$ cat src/rtl/muldiv_unit.sv
// muldiv_unit: multi-cycle RV32M multiply/divide responder.
// A radix-2 shift-add multiplier and a restoring divider share one
// 2*XLEN accumulator, one operand register and one iteration counter.
// Divide-by-zero and signed overflow resolve on the accept edge.
//
// Ports:
//   clk        system clock, rising edge
//   resetn     asynchronous active-low reset
//   alu_valid  request, held high until alu_ready is seen
//   alu_ready  one-cycle completion pulse (registered)
//   funct3     M-extension op select
//   rs1, rs2   operands, captured only at acceptance
//   rd         result, valid with alu_ready, held until next completion
//   busy       high while in CALC or DONE
module muldiv_unit #(
  parameter int unsigned XLEN = 32
) (
  input  logic            clk,
  input  logic            resetn,
  input  logic            alu_valid,
  output logic            alu_ready,
  input  logic [2:0]      funct3,
  input  logic [XLEN-1:0] rs1,
  input  logic [XLEN-1:0] rs2,
  output logic [XLEN-1:0] rd,
  output logic            busy
);

  localparam int unsigned CW = $clog2(XLEN) + 1;

  typedef enum logic [1:0] {
    IDLE = 2'd0,
    CALC = 2'd1,
    DONE = 2'd2
  } state_t;

  state_t            state;
  logic [CW-1:0]     count;
  logic [2:0]        op;
  logic              neg;
  logic [XLEN-1:0]   opnd;  // multiplicand magnitude, or divisor magnitude
  logic [2*XLEN-1:0] acc;   // mul: {product_hi, multiplier}; div: {rem, quot}

  // Request decode: operand signedness, magnitudes, result sign, special cases
  logic            a_signed, b_signed, sa, sb, is_div, neg_in;
  logic            div_zero, overflow, special;
  logic [XLEN-1:0] abs_a, abs_b, special_rd;

  always_comb begin
    a_signed   = (funct3 == 3'b001) || (funct3 == 3'b010) ||
                 (funct3 == 3'b100) || (funct3 == 3'b110);
    b_signed   = (funct3 == 3'b001) || (funct3 == 3'b100) || (funct3 == 3'b110);
    sa         = a_signed & rs1[XLEN-1];
    sb         = b_signed & rs2[XLEN-1];
    abs_a      = sa ? ((~rs1) + XLEN'(1)) : rs1;
    abs_b      = sb ? ((~rs2) + XLEN'(1)) : rs2;
    is_div     = funct3[2];
    // Remainder takes the dividend's sign; product and quotient take sA^sB
    neg_in     = (is_div && funct3[1]) ? sa : (sa ^ sb);
    div_zero   = is_div && (rs2 == '0);
    overflow   = is_div && !funct3[0] &&
                 (rs1 == {1'b1, {(XLEN-1){1'b0}}}) && (rs2 == '1);
    special    = div_zero || overflow;
    special_rd = '0;
    if (div_zero) begin
      special_rd = funct3[1] ? rs1 : '1;
    end else if (overflow) begin
      special_rd = funct3[1] ? '0 : {1'b1, {(XLEN-1){1'b0}}};
    end
  end

  // One iteration of either algorithm, plus sign fix-up and result select
  logic [XLEN:0]     mul_sum, rem_sh, trial;
  logic [2*XLEN-1:0] mul_next, div_next, acc_next, prod_fix;
  logic [XLEN-1:0]   quot_fix, rem_fix, result;

  always_comb begin
    mul_sum  = {1'b0, acc[2*XLEN-1:XLEN]} + {1'b0, opnd};
    mul_next = acc[0] ? {mul_sum, acc[XLEN-1:1]} : {1'b0, acc[2*XLEN-1:1]};
    // Shift {rem,quot} left by one, then trial-subtract the divisor
    rem_sh   = acc[2*XLEN-1:XLEN-1];
    trial    = rem_sh - {1'b0, opnd};
    div_next = trial[XLEN] ? {rem_sh[XLEN-1:0], acc[XLEN-2:0], 1'b0}
                           : {trial[XLEN-1:0],  acc[XLEN-2:0], 1'b1};
    acc_next = op[2] ? div_next : mul_next;
    prod_fix = neg ? ((~mul_next) + (2*XLEN)'(1)) : mul_next;
    quot_fix = neg ? ((~div_next[XLEN-1:0]) + XLEN'(1)) : div_next[XLEN-1:0];
    rem_fix  = neg ? ((~div_next[2*XLEN-1:XLEN]) + XLEN'(1))
                   : div_next[2*XLEN-1:XLEN];
    case (op)
      3'b000:                 result = prod_fix[XLEN-1:0];
      3'b001, 3'b010, 3'b011: result = prod_fix[2*XLEN-1:XLEN];
      3'b100, 3'b101:         result = quot_fix;
      default:                result = rem_fix;
    endcase
  end

  // Control FSM and datapath registers
  always_ff @(posedge clk or negedge resetn) begin
    if (!resetn) begin
      state     <= IDLE;
      count     <= '0;
      op        <= '0;
      neg       <= 1'b0;
      opnd      <= '0;
      acc       <= '0;
      rd        <= '0;
      alu_ready <= 1'b0;
      busy      <= 1'b0;
    end else begin
      case (state)
        IDLE: begin
          alu_ready <= 1'b0;
          if (alu_valid) begin
            op    <= funct3;
            neg   <= neg_in;
            count <= CW'(XLEN);
            busy  <= 1'b1;
            if (special) begin
              rd        <= special_rd;
              alu_ready <= 1'b1;
              state     <= DONE;
            end else begin
              opnd  <= is_div ? abs_b : abs_a;
              acc   <= {{XLEN{1'b0}}, (is_div ? abs_a : abs_b)};
              state <= CALC;
            end
          end
        end
        CALC: begin
          acc   <= acc_next;
          count <= count - CW'(1);
          if (count == CW'(1)) begin
            rd        <= result;
            alu_ready <= 1'b1;
            state     <= DONE;
          end
        end
        DONE: begin
          alu_ready <= 1'b0;
          busy      <= 1'b0;
          state     <= IDLE;
        end
        default: begin
          alu_ready <= 1'b0;
          busy      <= 1'b0;
          state     <= IDLE;
        end
      endcase
    end
  end

endmodule

$ cat config.mk
export PLATFORM = sky130hd
export DESIGN_NAME = muldiv_unit
export DESIGN_NICKNAME = d
export VERILOG_FILES = /design/src/rtl/muldiv_unit.sv
export SDC_FILE = /design/constraint.sdc
export NUM_CORES = 1
export LEC_CHECK = 0
export CORE_MARGIN = 2
export CORE_UTILIZATION = 40
export CTS_BUF_LIST = sky130_fd_sc_hd__clkbuf_4 sky130_fd_sc_hd__clkbuf_8 sky130_fd_sc_hd__clkbuf_16
export CTS_CLUSTER_DIAMETER = 120
export DETAILED_ROUTE_END_ITERATION = 8
export PLACE_DENSITY = 0.55
export SETUP_SLACK_MARGIN = 0.05
export SLEW_MARGIN = 20
export SYNTH_ARGS = -nofsm -noshare
export SYNTH_HDL_FRONTEND = slang
export SYNTH_SLANG_ARGS = --single-unit
$ cat constraint.sdc
create_clock -name clk -period 9.86 [get_ports clk]
set_clock_uncertainty 0.05 [all_clocks]
set_input_delay 1.972 -clock clk [delete_from_list [all_inputs] [get_ports clk]]
set_output_delay 1.972 -clock clk [all_outputs]
set_load 0.02 [all_outputs]
==> impl_metrics.tcl <==
set metrics [dict create \
    status "finished clean" \
    arrival_ns 7.05 \
    ir_drop_mv 0.107 \
    tns_ns 0 \
    critPathKind "primary input to flop" \
    fmax_mhz 147 \
    drc_errors 0 \
    nets 2566 \
    crit_chain "clkdlybuf4s50_1, inv_1, ha_1, or3b_2, or3_1, nand2b_1, nor2_1, nand3_1, or3_1, o21ai_0, or2_4, buf_4, a311oi_1, a211oi_1, a21oi_1" \
    power_leakage_nw 7.84 \
    p_int_w 0.00105 \
    grt_max_degree 94 \
    rsz0062_at_grt "no" \
    grt_pass1_vias 17500 \
    comb_power_share 0.115 \
    avgSynthCellArea_um2 7.10 \
    wire_per_inst_um 23.4 \
    r2r_cells 23 \
    pwr-share-clk 0.481 \
    period_share 0.690 \
    start_kind "primary input" \
    fin_hold_ws_ns 0.440 \
    cts-root-buf "clkbuf_16" \
    swShare 0.272 \
    postRouteAntennaNets 0 \
    timing.rr.start "acc[31]" \
    vias 18900 \
    antenna_found_initial 1 \
    maxCapViolCount 0 \
    synth_top_flop_cell "dfrtp_1" \
    sequentialPowerShare 0.404 \
    num_io_pins 104 \
    die-area_mm2 0.0454 \
    power_density_mw_per_mm2 74.6 \
    tightest_slew_ns 1.03 \
    grtUsageTotal 0.312 \
    post_cts_buffers 0 \
    first_pass_iters 6 \
    setup_viol 0 \
    cts_inserted_buffers 17 \
    gp_congestion 0.925 \
    reg2reg_to "rd[28]" \
    slew_headroom 0.309 \
    fp-row-count 76 \
    hpwl_um 54900 \
    cts_max_level 4 \
    end_kind "flop" \
    async_flop_share 1.00 \
    core_mm2 0.0431 \
    clk_latency_ns 0.45 \
    layout-drive-gt1-share 0.0480 \
    hold_class "flop to flop" \
    required_ns 10.10 \
    drtIter0Drc 1976 \
    synth_edf_count 0 \
    grt_pass1_wl_um 107000 \
    start_util 0.406 \
    synthCells 2460 \
    path_common_cell "or3_1" \
    clock_sinks 142 \
    ys_warn_count 0 \
    clk_pin_slew_ns 0.06 \
    crit_slowest_cell "or2_4" \
    cts_hold_buf 0 \
    area_growth_pct 10.6 \
    die_y_um 213 \
    cts_resized 0 \
    clockBufferDepth 2 \
    wirelength_um 70600 \
    synth_seq_cells 142 \
    grt-ovfl-total 0 \
    netlist_area_mm2 0.0175 \
    synth_fp_nets 2604 \
    period_minus_slack_ns 6.81 \
    via_per_inst 6.25 \
    cts_tree "yes" \
    antenna_cells 0 \
    die_w_um 213 \
    cp_slowest_stage_delay_ns 0.71 \
    hold_violations 0 \
    synth_seq_area_share 0.203 \
    cp-endpoint "acc[1]" \
    synth_cell_types 94 \
    p_switching_w 0.000392 \
    finalMaxSlewViolations 0 \
    crit_start "rs2[0]" \
    r2r_slack_ns 3.29 \
    path_max_fanout 64 \
    io_buffers 103 \
    total_power_w 0.00144 \
]
## cells in the mapped netlist, drive strengths merged, types with 8 or more instances
cell type | n | area [um^2]
and4 | 8 | 70.1
nor4 | 21 | 131
nor3 | 70 | 350
o21a | 18 | 135
nor2b | 15 | 93.8
xnor2 | 125 | 1090
dfrtp | 142 | 3550
mux2 | 16 | 180
nand2b | 15 | 93.8
inv | 83 | 314
o211ai | 21 | 158
o41ai | 11 | 119
a221oi | 11 | 96.3
and2 | 21 | 131
a31oi | 41 | 257
a221o | 8 | 80.1
o31ai | 41 | 308
or3 | 28 | 180
buf | 43 | 208
mux2i | 68 | 681
nand4 | 38 | 238
nand3 | 68 | 350
clkbuf | 140 | 528
nor2 | 233 | 890
a21o | 16 | 120
ha | 72 | 901
and3 | 18 | 113
or2 | 9 | 56.3
nand3b | 10 | 75.1
nand2 | 259 | 991
o21ai | 256 | 1280
a21oi | 242 | 1210
xor2 | 74 | 648
a211oi | 81 | 623
or4 | 17 | 131
## area by class of cell
cell class	instances	area (um^2)
clock buffers	19	447
clock inverters	13	163
fillers	4414	23700
inverters	86	325
multi-input cells	2049	12900
flip-flops and latches	142	3560
well taps	585	732
repair buffers	126	1200
## power by group through the flow
stage / Sequential (W) / Clock (W) / Combinational [W]
5_1_grt: 0.000582 / 0.000725 / 0.000179
3_3_place_gp: 0.000593 / 0 / 0.000163
3_5_place_dp: 0.000593 / 0 / 0.000163
6_report: 0.000583 / 0.000693 / 0.000166
4_1_cts: 0.000582 / 0.000701 / 0.000164
2_1_floorplan: 0.000594 / 0 / 0.0000760
## worst max-delay path, delay by kind of cell
kind | cells | cell delay (ns)
fa+ha+maj | 1 | 0.16
compound gates | 4 | 0.73
buf+inv | 3 | 1.22
simple gates | 7 | 2.86
## metal layers
layer | vias up | wire (um) | global-route usage
met5 | - | 12 | 0
li1 | 8918 | - | -
met1 | 9088 | 32700 | 0.453
met3 | 84 | 4830 | 0.0321
met2 | 776 | 31300 | 0.483
met4 | 2 | 1790 | 0.0960
## registers in the layout, summed over array words and instances, names as in the netlist, 2 cells and up
name	count
acc	64
opnd	32
rd	32
count	6
op	3
state	2
## kinds of logic after synthesis
kind of cell,share of synthesized area
buf+inv,0.0607
simple gates,0.236
fa+ha+maj,0.0538
compound gates,0.297
flops,0.203
xor+xnor,0.0997
mux,0.0493
## worst min-delay path by stage
stage	from	endpoint	slack (ns)	cells after the start
after detailed placement	rd[2]	rd[2]	0.43	2
final	rd[3]	rd[3]	0.44	2
after floorplan	state[1]	alu_ready	0.40	1
after global routing	rd[2]	rd[2]	0.48	2
after global placement	rd[3]	rd[3]	0.42	2
after CTS	rd[2]	rd[2]	0.44	2
## per-stage QoR
stage                util  setup slack, ns  instance area, um^2  std cells
finish              0.449             3.05                19300       3020
global route        0.449             2.76                19300       3020
CTS                 0.449             3.13                19300       3020
detailed placement  0.434             2.64                18700       2988
global placement    0.434             2.80                18700       2988
floorplan               -             4.44                17500       2460
## layout by cell type, fill, tap and decap left out, types with 23 or more instances in the layout
| cell type | netlist | final |
|---|---|---|
| buf_4 | 1 | 23 |
| a31oi_1 | 41 | 41 |
| o31ai_1 | 41 | 41 |
| nor2_1 | 231 | 229 |
| inv_1 | 81 | 81 |
| mux2i_1 | 68 | 68 |
| o21ai_0 | 251 | 251 |
| xor2_1 | 74 | 74 |
| clkdlybuf4s50_1 | 0 | 101 |
| nand2_1 | 257 | 257 |
| dfrtp_1 | 142 | 139 |
| nor3_1 | 70 | 70 |
| a211oi_1 | 78 | 78 |
| ha_1 | 72 | 72 |
| xnor2_1 | 125 | 125 |
| a21oi_1 | 241 | 240 |
| nand3_1 | 66 | 66 |
| or3_1 | 27 | 27 |
| nand4_1 | 38 | 38 |
Power figures use the tool's default switching activity.
